**src/rtl/seven_seg_scan_controller.sv**
```systemverilog
`default_nettype none
// ============================================================================
//  Module      : seven_seg_scan_controller
//  Description : Time-multiplexed scan controller for NUM_DIGITS common-anode
//                seven-segment digits sharing one hex decoder. Each digit slot
//                starts with a blanking interval (anti-ghosting). New contents
//                are double-buffered and committed only at frame boundaries.
//  Revision    : 1.0 - initial release
// ============================================================================
module seven_seg_scan_controller #(
    parameter int NUM_DIGITS = 4,       // scanned digits, 2..8
    parameter int PRESCALE   = 50000,   // clock cycles per digit slot (> BLANK)
    parameter int BLANK      = 16       // dark cycles at the start of each slot
) (
    input  logic                      Clock,
    input  logic                      Resetn,
    input  logic [4*NUM_DIGITS-1:0]   Data,
    input  logic [NUM_DIGITS-1:0]     Blank_in,
    input  logic                      Load,
    output logic                      Busy,
    output logic                      Ack,
    output logic                      Frame,
    output logic [3:0]                Nibble,
    output logic [NUM_DIGITS-1:0]     Digit_n
);

    // ------------------------------------------------------------------------
    // Constants
    // ------------------------------------------------------------------------
    localparam int c_CNT_W = (PRESCALE > 1) ? $clog2(PRESCALE) : 1;
    localparam int c_IDX_W = (NUM_DIGITS > 1) ? $clog2(NUM_DIGITS) : 1;

    localparam logic [c_CNT_W-1:0] c_CNT_LAST = c_CNT_W'(PRESCALE - 1);
    localparam logic [c_IDX_W-1:0] c_IDX_LAST = c_IDX_W'(NUM_DIGITS - 1);

    // ------------------------------------------------------------------------
    // State
    // ------------------------------------------------------------------------
    logic [c_CNT_W-1:0]        r_cnt;           // cycle within the current slot
    logic [c_IDX_W-1:0]        r_idx;           // digit currently scanned
    logic [4*NUM_DIGITS-1:0]   r_active_data;   // contents being displayed
    logic [NUM_DIGITS-1:0]     r_active_mask;   // 1 = digit kept dark
    logic [4*NUM_DIGITS-1:0]   r_stage_data;    // captured, not yet shown
    logic [NUM_DIGITS-1:0]     r_stage_mask;
    logic                      r_pending;       // staging holds an update
    logic                      r_ack;

    // ------------------------------------------------------------------------
    // Combinational decode
    // ------------------------------------------------------------------------
    logic                      w_slot_end;
    logic                      w_frame_end;
    logic                      w_commit;
    logic                      w_accept;
    logic                      w_blank_phase;
    logic [3:0]                w_nibble;
    logic [NUM_DIGITS-1:0]     w_digit_n;

    assign w_slot_end  = (r_cnt == c_CNT_LAST);
    assign w_frame_end = w_slot_end && (r_idx == c_IDX_LAST);
    // Commit only sees updates captured on earlier edges; a Load landing on
    // the frame-end edge waits a whole frame because r_pending is still 0.
    assign w_commit    = w_frame_end && r_pending;
    assign w_accept    = Load && !r_pending;

    // A zero-length blanking interval needs no comparator at all.
    generate
        if (BLANK == 0) begin : g_blank_none
            assign w_blank_phase = 1'b0;
        end else begin : g_blank_cmp
            localparam logic [c_CNT_W-1:0] c_BLANK_CNT = c_CNT_W'(BLANK);
            assign w_blank_phase = (r_cnt < c_BLANK_CNT);
        end
    endgenerate

    // ------------------------------------------------------------------------
    // Slot counter and digit index: cnt runs 0..PRESCALE-1, idx advances and
    // wraps at each slot end.
    // ------------------------------------------------------------------------
    always_ff @(posedge Clock) begin
        if (!Resetn) begin
            r_cnt <= '0;
            r_idx <= '0;
        end else if (w_slot_end) begin
            r_cnt <= '0;
            if (r_idx == c_IDX_LAST) begin
                r_idx <= '0;
            end else begin
                r_idx <= r_idx + 1'b1;
            end
        end else begin
            r_cnt <= r_cnt + 1'b1;
        end
    end

    // ------------------------------------------------------------------------
    // Staging buffer: capture a new update whenever nothing is pending; a Load
    // seen while busy is silently dropped.
    // ------------------------------------------------------------------------
    always_ff @(posedge Clock) begin
        if (!Resetn) begin
            r_stage_data <= '0;
            r_stage_mask <= '0;
        end else if (w_accept) begin
            r_stage_data <= Data;
            r_stage_mask <= Blank_in;
        end
    end

    // ------------------------------------------------------------------------
    // Pending flag: set on acceptance, cleared on commit. The two can never
    // coincide because acceptance needs pending low and commit needs it high.
    // ------------------------------------------------------------------------
    always_ff @(posedge Clock) begin
        if (!Resetn) begin
            r_pending <= 1'b0;
        end else if (w_accept) begin
            r_pending <= 1'b1;
        end else if (w_commit) begin
            r_pending <= 1'b0;
        end
    end

    // ------------------------------------------------------------------------
    // Active buffer: swapped in only at a frame boundary so one frame never
    // mixes old and new digits. Reset leaves the display fully dark.
    // ------------------------------------------------------------------------
    always_ff @(posedge Clock) begin
        if (!Resetn) begin
            r_active_data <= '0;
            r_active_mask <= '1;
        end else if (w_commit) begin
            r_active_data <= r_stage_data;
            r_active_mask <= r_stage_mask;
        end
    end

    // ------------------------------------------------------------------------
    // Commit acknowledge: single-cycle pulse in the first cycle of the frame.
    // ------------------------------------------------------------------------
    always_ff @(posedge Clock) begin
        if (!Resetn) begin
            r_ack <= 1'b0;
        end else begin
            r_ack <= w_commit;
        end
    end

    // ------------------------------------------------------------------------
    // Nibble mux: present the active digit's value during the whole slot,
    // including the blanking phase, so the decoder output settles early.
    // ------------------------------------------------------------------------
    always_comb begin
        w_nibble = 4'h0;
        for (int k = 0; k < NUM_DIGITS; k++) begin
            if (r_idx == c_IDX_W'(k)) begin
                w_nibble = r_active_data[4*k +: 4];
            end
        end
    end

    // ------------------------------------------------------------------------
    // Digit enables: all off while blanking; in the drive phase only the
    // scanned digit is pulled low, and only if its mask bit is clear.
    // ------------------------------------------------------------------------
    always_comb begin
        w_digit_n = '1;
        for (int k = 0; k < NUM_DIGITS; k++) begin
            if ((r_idx == c_IDX_W'(k)) && !w_blank_phase && !r_active_mask[k]) begin
                w_digit_n[k] = 1'b0;
            end
        end
    end

    // ------------------------------------------------------------------------
    // Outputs (register-decoded only)
    // ------------------------------------------------------------------------
    assign Busy    = r_pending;
    assign Ack     = r_ack;
    assign Frame   = (r_idx == '0) && (r_cnt == '0);
    assign Nibble  = w_nibble;
    assign Digit_n = w_digit_n;

endmodule
`default_nettype wire
```
**config.mk**
```make
export PLATFORM = sky130hd
export DESIGN_NAME = seven_seg_scan_controller
export DESIGN_NICKNAME = d
export VERILOG_FILES = /design/src/rtl/seven_seg_scan_controller.sv
export SDC_FILE = /design/constraint.sdc
export NUM_CORES = 1
export LEC_CHECK = 0
export BUFFER_PORTS_ARGS = -buffer_cell sky130_fd_sc_hd__buf_4
export CORE_MARGIN = 2
export CORE_UTILIZATION = 51
export CTS_CLUSTER_SIZE = 14
export DETAILED_ROUTE_END_ITERATION = 10
export PLACE_DENSITY = 0.75
export REMOVE_ABC_BUFFERS = 1
export SLEW_MARGIN = 20
export SYNTH_ARGS = -nofsm -noshare
export SYNTH_HDL_FRONTEND = slang
export SYNTH_SLANG_ARGS = --single-unit
```
**constraint.sdc**
```tcl
create_clock -name Clock -period 1.7 [get_ports Clock]
set_input_delay 0.34 -clock Clock [delete_from_list [all_inputs] [get_ports Clock]]
set_output_delay 0.34 -clock Clock [all_outputs]
set_load 0.02 [all_outputs]
```
==> impl_results.md, run 1 <==
* Crit. End Element: output port
* First-pass GRT wire length at 8340 um
* Placed cell areas at 2870 um2
* WL final at 5420 um
* Failing checks: negative setup slack
* Area Growth Syn to Fin at 32.5%
* Top Usage Layer GRT: met2
* Final min period at 1950 ps
* TritonCTS Sinks at 60
* Worst Path Buf+Inv at 2
* Avg WL per Cell at 14.0 um
* Placement Setup Slack at 26.9 ps
* Setup CP Type: flip-flop to output port
* Clk slew on worst S/H paths at 60 ps
* CP arrival at 1610 ps
* Worst path slowest cell: dfxtp_2
* Final Hold Fails at 0
* Main combinational cell family by area after synthesis: simple AND/OR/NAND/NOR gates
* Starting Density at 52.4%
* Commonest non-fill, non-tap cell in the layout: dfxtp_1
* Design area at 3260 um2
* Vias in the first global route at 1878
* Post-Syn Area at 2460 um2
* I/O pin count at 34
* Hold/Removal Path Class: input pin to flip-flop
* Largest net degree at the start of global routing at 24
* Core area at 4690 um2
* Share of cells above drive strength 1 at 29.6%
* Post-synth cell types at 32
* GRT met1 Usage at 27.1%
* FP Rows at 25
* Final setup violating endpoints at 9
* Worst-path fanout max at 7
* Final Util at 69.4%
* Tcrit/Tclk final at 114%
* Root Driver: clkbuf_8
* Antenna Nets Post-Route at 0
* Simple-Gate Fraction of Synth Area at 21.2%
* Total CTS buffers at 9
* DR vias/cell at 5.36
* H-tree levels at 3
* First-pass iteration count of the detailed router at 4
* Syn avg cell area at 8.94 um2
* Critical-path cell list: inv_2 > ha_4 > nand3b_1 > a21oi_2 > a21oi_1 > o21ai_1 > buf_4
* DP HPWL at 3440 um
* Initial antenna violation count at 0
* I/O Buffers at 33
* Mux share of post-synthesis cell area at 0.815%
* Power density over the cells at 945 nW/um2
* Worst EP required at 1360 ps
* CP delay by family, top: compound AO/OA/AOI/OAI gates
* Die width at 73.4 um
* CTS Hold Bufs at 0
* CTS tree: done
* Crit start category: flip-flop
* RD Place Congestion at 0.869
* Cells after synthesis at 275
* Total grt overflow at 0
* Max cap viols at 0
* Worst vdd ir at 0.000532 V
* GRT met2 Usage at 29.6%
* Yosys reg bits at 60
* Slew Viols, Final at 0
* Latest clock arrival within the worst-skew pair at 340 ps
* Final worst setup slack at -246 ps
* Fillers at 340
* Post-Synth XOR/XNOR Area at 4.99%
* Post-Synth Adder-Cell Area at 3.05%
* Unrepaired setup endpoints after global routing: true
* Largest stage delay, worst path at 330 ps
* DR vias at 2078
* DRT iter0 DRCs at 119
* Hold Slack at 214 ps
* Final #Nets at 359
* DIE HEIGHT at 73.4 um
* Seq/Total Area, Yosys at 48.9%
* Fmax at 0.514 GHz
* Synth warnings at 0
* Most frequent cells in the layout: dfxtp_1 (57), nand2_1 (51), buf_4 (50), a21oi_1 (24), nor2_1 (24)
* Worst-Margin Slew at 359 ps
* Clock Skews at 6.69 ps
* DRC viols at 0
* # diodes at 0
* Met3 track demand over resource at 5.76%
* Synth Area in Compound Gates at 14.8%
* GRT Total Usage at 20.5%
* Slew Limit Headroom at 76.0%
* Leakage power at 1.30 nW
* Status: finished with violations
* Die area at 5390 um2
* CTS max path bufs at 2
worst reg2reg max path: cells and delay by family (launching register included):
family	cells	cell delay (ps)
flip-flops	1	330
adder cells (fa/ha/maj)	1	170
AND/OR/NAND/NOR	2	470
AO/OA/AOI/OAI	2	340
buffers and inverters	1	180
stage by stage:
step / power [mW] / cells / TNS, ps
4_1_cts: 3.10 / 386 / -1670
6_report: 3.08 / 388 / -1890
3_5_place_dp: 1.68 / 370 / 0
3_3_place_gp: 1.67 / 370 / 0
2_1_floorplan: 1.58 / 261 / -726
5_1_grt: 3.17 / 388 / -2730
layer usage:
metal  routed length (um)  up-vias
met5                    0        -
met4                  137        0
met3                  339       12
met2                 2500       66
met1                 2440      953
li1                     -     1047
what timing repair did:
item,4_1_cts,5_1_grt
pin swaps,11,8
buffers inserted,1,2
endpoints found under the setup margin,9,26
gates resized for setup,22,12
cell families after synthesis:
family	count (synthesis)
flops	60
fa+ha+maj	6
simple gates	111
compound gates	54
buf+inv	28
xor+xnor	14
mux	2
registers in the layout, indices dropped and copies added, names as in the netlist:
| signal | cells |
|---|---|
| r_idx | 2 |
| r_cnt | 16 |
| r_active_data | 16 |
| r_active_mask | 4 |
| Ack | 1 |
| Busy | 1 |
| r_stage_data | 16 |
| r_stage_mask | 4 |
synthesized netlist by cell type (all sizes together):
| cell type | n | area [um2] |
|---|---|---|
| mux2i | 2 | 20.0 |
| buf | 7 | 70.1 |
| ha | 6 | 75.1 |
| nand2 | 52 | 195 |
| nand3b | 4 | 30.0 |
| a31oi | 1 | 21.3 |
| o21ai | 4 | 20.0 |
| and4 | 3 | 26.3 |
| nor2 | 24 | 90.1 |
| a21oi | 28 | 140 |
| clkinv | 1 | 8.76 |
| nand4 | 5 | 46.3 |
| inv | 13 | 48.8 |
| nor4 | 6 | 43.8 |
| nor3 | 5 | 25.0 |
| a22o | 16 | 140 |
| clkbuf | 7 | 26.3 |
| dfxtp | 60 | 1200 |
| a2bb2oi | 4 | 35.0 |
| nor2b | 1 | 6.26 |
| xnor2 | 13 | 114 |
| nand3 | 9 | 45.0 |
| xor2 | 1 | 8.76 |
| o21a | 1 | 7.51 |
| nand2b | 2 | 12.5 |
power by group:
group | leakage [nW] | total [mW] | switching, mW | internal, mW
Clock | 0.111 | 1.43 | 0.533 | 0.894
Sequential | 0.489 | 1.46 | 0.0233 | 1.44
Combinational | 0.699 | 0.185 | 0.0925 | 0.0928
Total | 1.30 | 3.08 | 0.649 | 2.43
layout make-up:
type	count	area [um2]	share of cell area, %
multi-input cells	187	1220	37.4
flip-flops and latches	60	1200	37.0
repair buffers	58	483	14.8
clock buffers	11	151	4.65
clock inverters	4	72.6	2.23
well taps	54	67.6	2.08
inverters	14	57.6	1.77
path summary, 6_finish.rpt:
path              startpoint               end  slack, ps  depth (start not counted)
min                     Load              Busy        210                          2
max                 r_idx[1]         Nibble[1]       -250                          7
min reg2reg  r_stage_data[2]   r_stage_data[2]        460                          2
max reg2reg         r_cnt[0]  r_active_data[7]        100                          6
Note: power is estimated with default switching activity, not from simulation.
==> inputs of run 2 (changes only) <==
CORE_UTILIZATION = 56   (was 51)
PLACE_DENSITY = 0.78   (was 0.75)
clock period = 1.88 ns   (was 1.7 ns; I/O delays follow)
==> run 2 against run 1 <==
The run still ends with negative setup slack left. Sequential power shrank 9.6%. Critical path depth unchanged. Critical endpoint is now Nibble[0]. Sequential share of layout area is 1.7 points higher. Combinational power down 13%. Worst setup slack improved by 160 ps. Power down 15%. Clock skew is 2.7 ps higher. Critical path type unchanged. Worst hold slack better by 35 ps. Via count fell by 2.6%. Clock power shrank 22%. Routed wire length decreased by 5.9%.
==> impl_results.md, run 2 (synthesized netlist as in run 1, its figures left out) <==
* Share of cells above drive strength 1 at 26.7%
* Clk slew on worst S/H paths at 60 ps
* Final worst setup slack at -81.7 ps
* Final #Nets at 348
* WL final at 5100 um
* Final cell count without fillers at 374
* Combinational share of power at 6.2%
* Final setup violating endpoints at 9
* Setup CP Type: flip-flop to output port
* Failing checks: negative setup slack
* DIE HEIGHT at 70.2 um
* Avg WL per Cell at 13.6 um
* Worst EP required at 1500 ps
* CTS Hold Bufs at 0
* CP arrival at 1590 ps
* Worst-Margin Slew at 317 ps
* H-tree levels at 3
* DRT iter0 DRCs at 145
* Pint at 2.05 mW
* Worst Path Buf+Inv at 2
* Fillers at 318
* Largest stage delay, worst path at 360 ps
* Clock Skews at 9.34 ps
* Slew Viols, Final at 0
* Antenna Nets Post-Route at 0
* I/O Buffers at 33
* Root Driver: clkbuf_8
* Final Util at 73.1%
* Total grt overflow at 0
* Core area at 4290 um2
* Dpl cells at 355
* Sw Ratio at 21.5%
* Top Registers: r_active_data: 16 flops, r_cnt: 16 flops, r_stage_data: 16 flops
* Critical-path cell list: inv_4 > ha_4 > nand3b_1 > a21oi_2 > a21oi_2 > o21ai_1 > buf_4
* First-pass iteration count of the detailed router at 4
* Power share of the clock group at 43.1%
* Power density over the cells at 830 nW/um2
* # diodes at 0
* Die area at 4930 um2
* Fmax at 0.510 GHz
* CTS max path bufs at 2
* Final min period at 1960 ps
* Area Growth Syn to Fin at 27.7%
* DRC viols at 0
* Placement Setup Slack at 76.1 ps
* DP HPWL at 3140 um
* Largest net degree at the start of global routing at 24
* Hold/Removal Path Class: input pin to flip-flop
* RD Place Congestion at 0.899
* Total Power at 2.60 mW
* Sequential share of power at 50.8%
* Hold Slack at 249 ps
* Most frequent cells in the layout: dfxtp_1 (56), nand2_1 (51), buf_4 (39), nor2_1 (24), a21oi_1 (22)
* Worst vdd ir at 0.000531 V
* Commonest non-fill, non-tap cell in the layout: dfxtp_1
* Leakage power at 1.23 nW
* Die width at 70.2 um
* Latest clock arrival within the worst-skew pair at 340 ps
* GRT Total Usage at 22.2%
* First-pass GRT wire length at 8500 um
* TritonCTS Sinks at 60
* DR vias at 2025
* CTS tree: done
* Slew Limit Headroom at 78.7%
* Critical Path Most Common Cell: a21oi_2
* Status: finished with violations
* DR vias/cell at 5.41
* Worst path slowest cell: dfxtp_4
* Crit. End Element: output port
* I/O pin count at 34
* Final Hold Fails at 0
* Tcrit/Tclk final at 104%
* FP Rows at 24
* Unrepaired setup endpoints after global routing: true
* Max cap viols at 0
* Net Sw Power at 0.559 mW
* CP delay by family, top: flip-flops
* Starting Density at 57.2%
* Total CTS buffers at 9
* Vias in the first global route at 1897
* Initial antenna violation count at 0
* Worst-path fanout max at 6
* Crit start category: flip-flop
## run 2: cell count changes in the layout (fill, tap and decap cells not counted), moves of 2 or more
cell	delta
nand3_4	-2
a21oi_2	+2
buf_4	-11
dfxtp_4	+3
a21oi_1	-2
inv_2	-2
dfxtp_2	-2
inv_4	+2
## run 2: per-layer routing
metal,up-vias,part of all wire [%],GRT usage (%)
met5,-,0,0
met1,940,48,29.7
met2,60,45,32.9
li1,1018,-,-
met3,7,5.9,7.36
met4,0,1.7,9.62
## run 2: path summary, 6_finish.rpt
path / startpoint / endpoint / slack (ps) / cells after the start
worst min register to register: r_stage_data[4] / r_stage_data[4] / 450 / 2
worst min-delay path: Load / Busy / 250 / 2
worst max-delay path: r_idx[1] / Nibble[0] / -80 / 7
worst max register to register: r_cnt[0] / r_active_data[9] / 110 / 6
## run 2: cell type report
class | instances | area, um2 | area share [%]
clock inverters | 2 | 35.0 | 1.12
repair buffers | 47 | 400 | 12.8
multi-input cells | 187 | 1210 | 38.5
clock buffers | 12 | 155 | 4.94
well taps | 52 | 65.1 | 2.07
inverters | 14 | 62.6 | 1.99
flip-flops and latches | 60 | 1210 | 38.7
## run 2: power groups by stage
stage	registers (mW)	logic (mW)	clock network [mW]
after floorplan	1.35	0.0749	0
after global placement	1.35	0.156	0
after detailed placement	1.35	0.159	0
after CTS	1.32	0.160	1.14
after global routing	1.33	0.180	1.19
final	1.32	0.161	1.12
## run 2: repair_timing
action	in CTS	in global routing
endpoints found under the hold margin	0	0
buffers inserted	5	0
endpoints found under the setup margin	9	9
pin swaps	10	4
gates resized for setup	27	12
## run 2: metrics by stage
step                      area, um2  TNS [ps]
after CTS                      3090      -384
after global routing           3140     -1020
after detailed placement       2770         0
final                          3140      -432
after floorplan                2360     -13.1
after global placement         2770         0
==> inputs of run 3 (changes only) <==
PLACE_DENSITY = 0.85   (was 0.78)
==> run 3 against run 2 <==
The run still ends with negative setup slack left. Sequential power about the same. Critical path depth unchanged. Die area unchanged. Routed wire length increased by 13%. Critical path type unchanged. Critical endpoint is now Nibble[1]. Largest cell class is now multi-input combinational cells. Largest power group unchanged. Highest routed layer unchanged.
==> impl_results.md, run 3 (synthesized netlist as in run 1, its figures left out) <==
* Starting Density at 57.2%
* Critical-path cell list: inv_4 > ha_4 > nand3b_1 > a21oi_2 > a21oi_1 > o21ai_1 > buf_4
* Die width at 70.2 um
* GRT met2 Usage at 35.8%
* Final Util at 74.3%
* Root Driver: clkbuf_8
* Total Power at 2.65 mW
* Area Growth Syn to Fin at 29.8%
* GRT Total Usage at 24.7%
* Fmax at 0.491 GHz
* Die area at 4930 um2
* Design area at 3190 um2
* Final min period at 2040 ps
* Hold/Removal Path Class: input pin to flip-flop
* Top Usage Layer GRT: met2
* GRT met1 Usage at 34.1%
* CTS max path bufs at 2
* H-tree levels at 3
* Clk slew on worst S/H paths at 70 ps
* Setup_tns at -988 ps
* Total grt overflow at 0
* Setup CP Type: flip-flop to output port
* TritonCTS Sinks at 60
* Core area at 4290 um2
* DR vias/cell at 5.53
* Final #Nets at 353
* Crit start category: flip-flop
* Power density over the cells at 829 nW/um2
* CP arrival at 1660 ps
* Placed cell areas at 2780 um2
* Initial antenna violation count at 0
* Tcrit/Tclk final at 108%
* Unrepaired setup endpoints after global routing: true
* Total CTS buffers at 9
* Leakage power at 1.25 nW
* Final Hold Fails at 0
* Slew Limit Headroom at 76.7%
* First-pass GRT wire length at 9450 um
* DIE HEIGHT at 70.2 um
* Worst path slowest cell: dfxtp_2
* DRC viols at 0
* Worst-Margin Slew at 348 ps
* Max cap viols at 0
* Status: finished with violations
* Crit. End Element: output port
* DR vias at 2107
* Failing checks: negative setup slack
* Fillers at 287
* Final worst setup slack at -155 ps
* Avg WL per Cell at 15.1 um
* Worst EP required at 1500 ps
* Antenna Nets Post-Route at 0
* Clock Skews at 9.52 ps
* Slew Viols, Final at 0
* Reg-to-reg slack, setup at 110 ps
* WL final at 5740 um
* First-pass iteration count of the detailed router at 4
* Largest net degree at the start of global routing at 24
* Latest clock arrival within the worst-skew pair at 340 ps
* Worst vdd ir at 0.000491 V
* Vias in the first global route at 1952
* FP Rows at 24
* Largest stage delay, worst path at 350 ps
* Top Registers: r_active_data: 16 flops, r_cnt: 16 flops, r_stage_data: 16 flops
* I/O pin count at 34
* Met3 track demand over resource at 4.91%
* I/O Buffers at 33
* RD Place Congestion at 0.814
* Share of cells above drive strength 1 at 27.7%
* CTS tree: done
* Most frequent cells in the layout: dfxtp_1 (57), nand2_1 (52), buf_4 (44), nor2_1 (24), a21oi_1 (23)
* Final setup violating endpoints at 9
* Commonest non-fill, non-tap cell in the layout: dfxtp_1
* Worst-path fanout max at 6
* DRT iter0 DRCs at 134
* DP HPWL at 3160 um
* # diodes at 0
run 3: report_power, final:
part / internal [mW] / leakage (nW) / switching, mW / total, mW
Clock: 0.644 / 0.0983 / 0.515 / 1.16
Combinational: 0.0792 / 0.667 / 0.0845 / 0.164
Sequential: 1.30 / 0.489 / 0.0240 / 1.32
Total: 2.02 / 1.25 / 0.623 / 2.65
run 3: timing repair:
| action | CTS | global route |
|---|---|---|
| resized for setup | 28 | 8 |
| endpoints found under the setup margin | 9 | 9 |
| buffers inserted | 6 | 2 |
| hold buffers | 0 | 0 |
| pin swaps | 15 | 4 |
| gates cloned | 0 | 0 |
run 3: area by class of cell:
class / instances / area, um2 / area share [%]
multi-input combinational: 187 / 1220 / 38.1
clock buffer: 10 / 138 / 4.31
inverter: 14 / 60.1 / 1.88
tap: 52 / 65.1 / 2.04
timing repair buffer: 52 / 438 / 13.7
clock inverter: 6 / 63.8 / 2.00
sequential: 60 / 1210 / 37.9
run 3: layer usage:
layer | up-vias | part of all wire (%) | wire length [um]
met2 | 79 | 48 | 2760
met5 | - | 0 | 0
met1 | 981 | 44 | 2520
met4 | 0 | 2.2 | 128
met3 | 13 | 5.6 | 320
li1 | 1034 | - | -
run 3: path summary, 6_finish.rpt:
path | cells after the start | startpoint | end
setup / recovery | 7 | r_idx[1] | Nibble[1]
hold / removal | 2 | Load | Busy
setup reg to reg | 6 | r_cnt[0] | r_active_data[1]
hold reg to reg | 2 | r_stage_mask[0] | r_stage_mask[0]
run 3: worst max-delay path, delay by kind of cell (launching register included):
kind / cells / cell delay (ps)
adder cells (fa/ha/maj): 1 / 190
AO/OA/AOI/OAI: 3 / 370
AND/OR/NAND/NOR: 1 / 190
flip-flops: 1 / 350
buffers and inverters: 2 / 210
run 3: through the flow:
step | hold WS [ps] | instances | worst slack, ps
final | 247 | 381 | -155
after global routing | 261 | 381 | -212
after CTS | 241 | 379 | -106
after detailed placement | 445 | 357 | 40.8
after global placement | 442 | 357 | 71.2
after floorplan | 434 | 261 | -13.1
